===== src/rtl/vga_pkg.sv =====
// rtl/vga_pkg.sv - 640x480@60 timing constants and colour field positions
package vga_pkg;

    localparam int CNT_W = 10;

    localparam int H_VISIBLE = 640;
    localparam int H_FP      = 16;
    localparam int H_SYNC    = 96;
    localparam int H_BP      = 48;
    localparam int H_TOTAL   = H_VISIBLE + H_FP + H_SYNC + H_BP;

    localparam int V_VISIBLE = 480;
    localparam int V_FP      = 10;
    localparam int V_SYNC    = 2;
    localparam int V_BP      = 33;
    localparam int V_TOTAL   = V_VISIBLE + V_FP + V_SYNC + V_BP;

    localparam int H_SYNC_START = H_VISIBLE + H_FP;
    localparam int H_SYNC_END   = H_SYNC_START + H_SYNC - 1;
    localparam int V_SYNC_START = V_VISIBLE + V_FP;
    localparam int V_SYNC_END   = V_SYNC_START + V_SYNC - 1;

    localparam int COLOUR_W = 8;
    localparam int FG_MSB   = 15;
    localparam int FG_LSB   = 8;
    localparam int BG_MSB   = 7;
    localparam int BG_LSB   = 0;

endpackage


===== src/rtl/vga_sig_gen.sv =====
// rtl/vga_sig_gen.sv - pixel enable, HC/VC counters, sync and visible decode
module vga_sig_gen
    import vga_pkg::*;
(
    input  logic             clk,
    input  logic             resetn,
    output logic [CNT_W-1:0] hc,
    output logic [CNT_W-1:0] vc,
    output logic             visible,
    output logic             hs,
    output logic             vs
);

    logic             pe_q, pe_d;
    logic [CNT_W-1:0] hc_q, hc_d;
    logic [CNT_W-1:0] vc_q, vc_d;

    always_comb begin
        pe_d = ~pe_q;
        hc_d = hc_q;
        vc_d = vc_q;
        if (pe_q) begin
            if (hc_q == CNT_W'(H_TOTAL - 1)) begin
                hc_d = '0;
                vc_d = (vc_q == CNT_W'(V_TOTAL - 1)) ? '0 : vc_q + CNT_W'(1);
            end else begin
                hc_d = hc_q + CNT_W'(1);
            end
        end
    end

    always_ff @(posedge clk) begin
        if (!resetn) begin
            pe_q <= 1'b0;
            hc_q <= '0;
            vc_q <= '0;
        end else begin
            pe_q <= pe_d;
            hc_q <= hc_d;
            vc_q <= vc_d;
        end
    end

    // Decodes are combinational from the counters; the top registers them.
    always_comb begin
        hc      = hc_q;
        vc      = vc_q;
        visible = (hc_q < CNT_W'(H_VISIBLE)) && (vc_q < CNT_W'(V_VISIBLE));
        hs      = !((hc_q >= CNT_W'(H_SYNC_START)) && (hc_q <= CNT_W'(H_SYNC_END)));
        vs      = !((vc_q >= CNT_W'(V_SYNC_START)) && (vc_q <= CNT_W'(V_SYNC_END)));
    end

endmodule


===== src/rtl/vga_wrapper.sv =====
// rtl/vga_wrapper.sv - VGA top: checkerboard colour mux and registered outputs
module vga_wrapper
    import vga_pkg::*;
#(
    parameter logic [15:0] CONFIG_COLOURS = 16'hAA00,
    parameter int          TILE_LOG2      = 4
) (
    input  logic                CLK,
    input  logic                RESET,
    output logic [COLOUR_W-1:0] VGA_COLOUR,
    output logic                VGA_HS,
    output logic                VGA_VS
);

    logic [CNT_W-1:0]    hc;
    logic [CNT_W-1:0]    vc;
    logic                visible;
    logic                hs;
    logic                vs;

    logic [COLOUR_W-1:0] colour_q, colour_d;
    logic                hs_q, hs_d;
    logic                vs_q, vs_d;
    logic                pattern_bit;

    vga_sig_gen u_sig_gen (
        .clk     (CLK),
        .resetn  (RESET),
        .hc      (hc),
        .vc      (vc),
        .visible (visible),
        .hs      (hs),
        .vs      (vs)
    );

    always_comb begin
        pattern_bit = hc[TILE_LOG2] ^ vc[TILE_LOG2];
        colour_d    = '0;
        if (visible) begin
            colour_d = pattern_bit ? CONFIG_COLOURS[FG_MSB:FG_LSB]
                                   : CONFIG_COLOURS[BG_MSB:BG_LSB];
        end
        hs_d = hs;
        vs_d = vs;
    end

    // Outputs lag the counters by one CLK so all three stay aligned.
    always_ff @(posedge CLK) begin
        if (!RESET) begin
            colour_q <= '0;
            hs_q     <= 1'b1;
            vs_q     <= 1'b1;
        end else begin
            colour_q <= colour_d;
            hs_q     <= hs_d;
            vs_q     <= vs_d;
        end
    end

    assign VGA_COLOUR = colour_q;
    assign VGA_HS     = hs_q;
    assign VGA_VS     = vs_q;

endmodule


===== config.mk =====
export PLATFORM = sky130hd
export DESIGN_NAME = vga_wrapper
export DESIGN_NICKNAME = d
export VERILOG_FILES = /design/src/rtl/vga_pkg.sv /design/src/rtl/vga_sig_gen.sv /design/src/rtl/vga_wrapper.sv
export SDC_FILE = /design/constraint.sdc
export NUM_CORES = 1
export LEC_CHECK = 0
export ABC_AREA = 1
export CAP_MARGIN = 0
export CORE_AREA = 4 4 57 59
export CTS_BUF_LIST = sky130_fd_sc_hd__clkbuf_16
export CTS_CLUSTER_SIZE = 20
export DETAILED_ROUTE_END_ITERATION = 10
export DIE_AREA = 0 0 61 63
export PLACE_DENSITY = 0.77
export SLEW_MARGIN = 40
export SYNTH_ARGS = -nofsm -noshare
export SYNTH_HDL_FRONTEND = slang
export SYNTH_SLANG_ARGS = --single-unit

===== constraint.sdc =====
create_clock -name CLK -period 1.62 [get_ports CLK]
set_clock_uncertainty 0.1 [all_clocks]
set_input_delay 0.324 -clock CLK [delete_from_list [all_inputs] [get_ports CLK]]
set_output_delay 0.324 -clock CLK [all_outputs]
set_load 0.05 [all_outputs]

**Word level (Yosys, flattened, before mapping)**

Cells that the tools add are included.

- Bits of input ports: 2
- Output and inout port bits: 10
- Word-level logic and storage cells: 28
- Register bits: 31

- Bitwise operators: 2
- Magnitude comparators: 6
- Add/subtract/negate cells: 2
- Reductions and logical operators: 7
- Equal/unequal tests: 2
- Muxes and demuxes: 3

Operators with widths:

| cell | number |
|---|---|
| 10-bit by 1-bit adder with 10-bit output (second input constant) | 2 |
| 10-bit == test (second input constant) | 2 |
| 10-bit two-way mux | 2 |
| 10-bit >= comparator (second input constant) | 1 |
| 10-bit by 9-bit >= comparator with 1-bit output (second input constant) | 1 |
| 10-bit <= comparator (second input constant) | 1 |
| 10-bit by 9-bit <= comparator with 1-bit output (second input constant) | 1 |
| 10-bit less-than comparator (second input constant) | 1 |
| 10-bit by 9-bit less-than comparator with 1-bit output (second input constant) | 1 |
| 8-bit two-way mux | 1 |
| 2-bit AND reduction | 2 |
| 1-bit logical AND | 3 |
| 1-bit logical NOT | 2 |
| 1-bit NOT | 1 |
| 1-bit XOR | 1 |

**Longest topological paths before layout**

- Depth after elaboration: 3
- Gate-level depth with buffers: 9
- Gate-level depth less buffers: 9

**Cells and area by module**

A second synthesis with hierarchy kept.

- Cells, all modules: 231
- Area, all modules: 1526.5 µm²

Modules (own cells, without submodules):

| module | seq. area each (µm²) | cells an instance | area each (µm²) | instances |
|---|---|---|---|---|
| vga_sig_gen | 420.4 | 210 | 1370.1 | 1 |
| vga_wrapper | 60.1 | 21 | 156.4 | 1 |

**Least setup slack after synthesis**

OpenSTA, ideal clock, no wires.

- Path kind: reg2reg
- From: reg u_sig_gen.hc_q[0], in the netlist u_sig_gen.hc[0]
- To: reg u_sig_gen.vc_q[6], in the netlist u_sig_gen.vc[6]
- Required time: 1.392 ns
- Path slack: 0.213 ns
- Buffers on the path: 1
- Cell stages (with the launch flop): 10
- Period minus slack after synthesis: 1.407 ns
- Data arrival time: 1.179 ns
- Setup time: 0.128 ns
- Path through: dfxtp_1 > ha_1 > nand2_2 > nor2_4 > nand2_4 > nor2_8 > buf_8 > nand3_1 > nand2_1 > nor2_1

- Word-level cells in the longest chain between the ends: 2

RTL lines:

| element | line | RTL |
|---|---|---|
| from (decl) | vga_sig_gen.sv:15 | `logic [CNT_W-1:0] hc_q, hc_d;` |
| from (signal assigned) | vga_sig_gen.sv:35 | `hc_q <= '0;` |
| from (signal assigned) | vga_sig_gen.sv:39 | `hc_q <= hc_d;` |
| 10-bit == test | vga_sig_gen.sv:23 | `if (hc_q == CNT_W'(H_TOTAL - 1)) begin` |
| 2-bit AND reduction (no source line) | n/a |  |
| to (signal assigned) | vga_sig_gen.sv:40 | `vc_q <= vc_d;` |
| to (decl) | vga_sig_gen.sv:16 | `logic [CNT_W-1:0] vc_q, vc_d;` |

Every way passes these cells.
A chain may end at the register's enable or synchronous reset.

**Worst setup path in the final report**

- From: reg u_sig_gen.hc_q[1], in the netlist u_sig_gen.hc[1]
- To: reg u_sig_gen.vc_q[9], in the netlist u_sig_gen.vc[9]

Same word-level chain as after synthesis.

==> summary.txt <==
Syn. warnings: 0
final core utilization: 64.08%
CP bufs+invs: 1
ANT nets after route: 0
post-layout minimum cycle time: 1.540 ns
Area contributors post-synth: dfxtp_1 (33%), nand2_1 (13%), inv_1 (8.1%)
cell taking the most area after synthesis: dfxtp_1
HPWL after DPL: 2184 um
Root Buffer: clkbuf_16
DRT iter0 DRCs: 55
combinational power share: 4.4%
Die Wd: 61 um
# setup viols final: 0
cell-internal power: 1.105 mW
GRT Overall Usage: 18.16%
mux cell area share after synthesis: 0%
Cell Rows: 19
status: finished clean
initial antenna violation count: 0
Hold Violations, Final: 0
DIE AREA: 0.003843 mm2
Area Growth Syn to Fin: 20.91%
LEAKAGE: 0.8314 nW
CP top delay family: simple AND/OR/NAND/NOR gates
slowest cell on the critical path: dfxtp_4
Seq pwr share: 43.7%
R2R setup slack: 0.08 ns
crit-path cells: ha_4 > nand2_4 > nor2_4 > nand2_4 > nor2_8 > buf_6 > nand3_1 > nand2_1 > nor2_1
max incr delay on CP: 0.37 ns
Max Cap Violations: 0
Die Y: 63 um
cell mode on critical path: nand2_4
wire length per cell: 12.11 um
# DRC: 0
layout cells sized above 1: 16.14%
hold path depth: 2
clock-pin slew on the worst setup and hold paths: 0.07 ns
worst slack, placed: 0.05581 ns
CTS tree: done
Seq/Total Area, Yosys: 33.45%
fillers: 236
mapped cell area: 0.001436 mm2
Critical R2R Capture: u_sig_gen.vc[9]
clk_lat worst skew: 0.26 ns
CP arrival: 1.59 ns
RSZ-0062 raised after global routing: false
Final Max Tran Viols: 0
Compound-Gate Fraction of Synth Area: 4.704%
Critical Path Stages: 9
CTS sink count: 24
multi-input logic area: 794.5 um2
Critical Path Start Type: register
Max clock buf depth: 2
Avg Cell Area, Syn: 6.775 um2
Clk pwr share: 51.9%
critical path endpoint: u_sig_gen.vc[9]
most common library cell in the layout ignoring fill and taps: nand2_1
Antenna diodes: 0
Post-Synth Simple-Gate Area: 41.46%
Power Dens Cells: 794.4 mW/mm2
FF/Latch Area: 488.0 um2
#FFs+latches synth: 24
CP Launch Point: u_sig_gen.hc[1]
most frequent cells in the layout: nand2_1 (51), inv_1 (31), nor2_1 (30)
R2R Path Start: u_sig_gen.hc[1]
vias in the first global route: 1215
largest net degree at the start of global routing: 15
Netlist cell types: 29
CTS buffer count: 3
Initial Util: 53.00%
post-synth top area share: 33.45%
WL final: 3077 um
Final #Nets: 231
Remaining Overflow, GRT: 0
DR vias: 1281
period utilization: 95.06%
Synth Area in Adders: 4.355%
Port-buffer cells: 7
VDD IR max: 0.0004644 V
Highest Clock Rate: 649.3 MHz
Total Neg Setup Slack: 0 ns
global-route wire length before repair: 5354 um
Final GP Congestion: 0.8914
CP endpoint kind: register
worst hold path startpoint: u_sig_gen.vc[0]
Syn Inst Count: 212
vias per cell: 5.043
Net Sw Frac: 19.87%
Worst Slack Setup Final: 0.07998 ns
largest family of logic cells by synthesized area: simple AND/OR/NAND/NOR gates
worst-path fanout max: 8
worst path required time: 1.67 ns
H-tree depth: 1
Synth Area in XOR/XNOR: 1.829%
CP Class: reg2reg
Reg2Reg Depth: 9
NetSw: 274.2 uW
hold crit path type: reg2reg
drt pass-1 iters: 4
num ports: 12
Core Area: 0.002710 mm2
==> cell families (layout without fill, tap and decap cells) <==
family,Yosys count,in the layout
buffers and inverters,42,50
AO/OA/AOI/OAI,12,12
AND/OR/NAND/NOR,125,125
XOR/XNOR,3,3
other,1,4
adder cells (fa/ha/maj),5,5
flip-flops,24,24
==> state kept, by name, indices dropped and copies added, names as in the netlist <==
| signal | flops |
|---|---|
| u_sig_gen.hc | 10 |
| VGA_HS | 1 |
| VGA_VS | 1 |
| VGA_COLOUR | 1 |
| u_sig_gen.pe_q | 1 |
| u_sig_gen.vc | 10 |
==> stage by stage <==
step	power, mW	hold WS, ns	cell area (um2)	cells
finish	1.380	0.3909	1737	254
global route	1.427	0.4244	1737	254
CTS	1.373	0.3909	1668	250
detailed placement	0.6680	0.3822	1563	246
global placement	0.6685	0.3780	1563	246
floorplan	0.6599	0.3287	1448	215
==> final cells by class <==
class	instances	area share [%]
repair buffers	15	11.17
inverters	31	6.700
flip-flops and latches	24	28.10
multi-input cells	149	45.75
well taps	31	2.233
clock buffers	3	4.323
clock inverters	1	1.729
==> cell usage after synthesis <==
| master | instances |
|---|---|
| nand2_1 | 51 |
| inv_1 | 31 |
| nor2_1 | 30 |
| dfxtp_1 | 24 |
| nand3_1 | 18 |
| nor3_1 | 10 |
| a21oi_1 | 8 |
| buf_4 | 8 |
| ha_1 | 5 |
| nand2_2 | 3 |
| nand2_4 | 2 |
| nand3_2 | 2 |
| nand4_1 | 2 |
| nor2_2 | 2 |
| xor2_1 | 2 |
| and3_1 | 1 |
| buf_2 | 1 |
| buf_8 | 1 |
| clkbuf_1 | 1 |
| conb_1 | 1 |
| nand3_4 | 1 |
| nor2_4 | 1 |
| nor2_8 | 1 |
| nor3_2 | 1 |
| o2111ai_1 | 1 |
| o21ai_0 | 1 |
| o21ai_1 | 1 |
| o21ai_2 | 1 |
| xnor2_1 | 1 |
==> worst register-to-register path: cells and delay by family, from the launching register on <==
family	cells	cell delay, ns
flip-flops	1	0.37
buffers and inverters	1	0.16
adder cells (fa/ha/maj)	1	0.14
AND/OR/NAND/NOR	7	0.66
==> power by group through the flow <==
stage | sequential, mW | combinational [mW] | clock, mW
final | 0.603 | 0.0606 | 0.716
after global routing | 0.604 | 0.0669 | 0.756
after CTS | 0.602 | 0.0533 | 0.718
after detailed placement | 0.615 | 0.0527 | 0
after global placement | 0.615 | 0.0533 | 0
after floorplan | 0.614 | 0.0460 | 0
==> worst min-delay path by stage <==
stage,end,slack (ns)
final,u_sig_gen.vc[0],0.39
after global routing,u_sig_gen.hc[1],0.42
after CTS,u_sig_gen.vc[0],0.39
after detailed placement,u_sig_gen.vc[0],0.38
after global placement,u_sig_gen.vc[0],0.38
after floorplan,VGA_HS,0.33
==> timing repair <==
item,4_1_cts,5_1_grt
resized for setup,0,11
hold endpoints to repair,0,0
hold buffers,0,0
setup buffers,0,4
setup endpoints to repair,0,16
==> metal layers <==
metal	up-vias	routed length (um)	track usage, %
met1	581	1476	25.60
met4	0	43	6.775
li1	668	-	-
met2	26	1433	26.87
met3	6	122	3.512
met5	-	0	0
No activity file was read; power rests on OpenSTA's default activity.
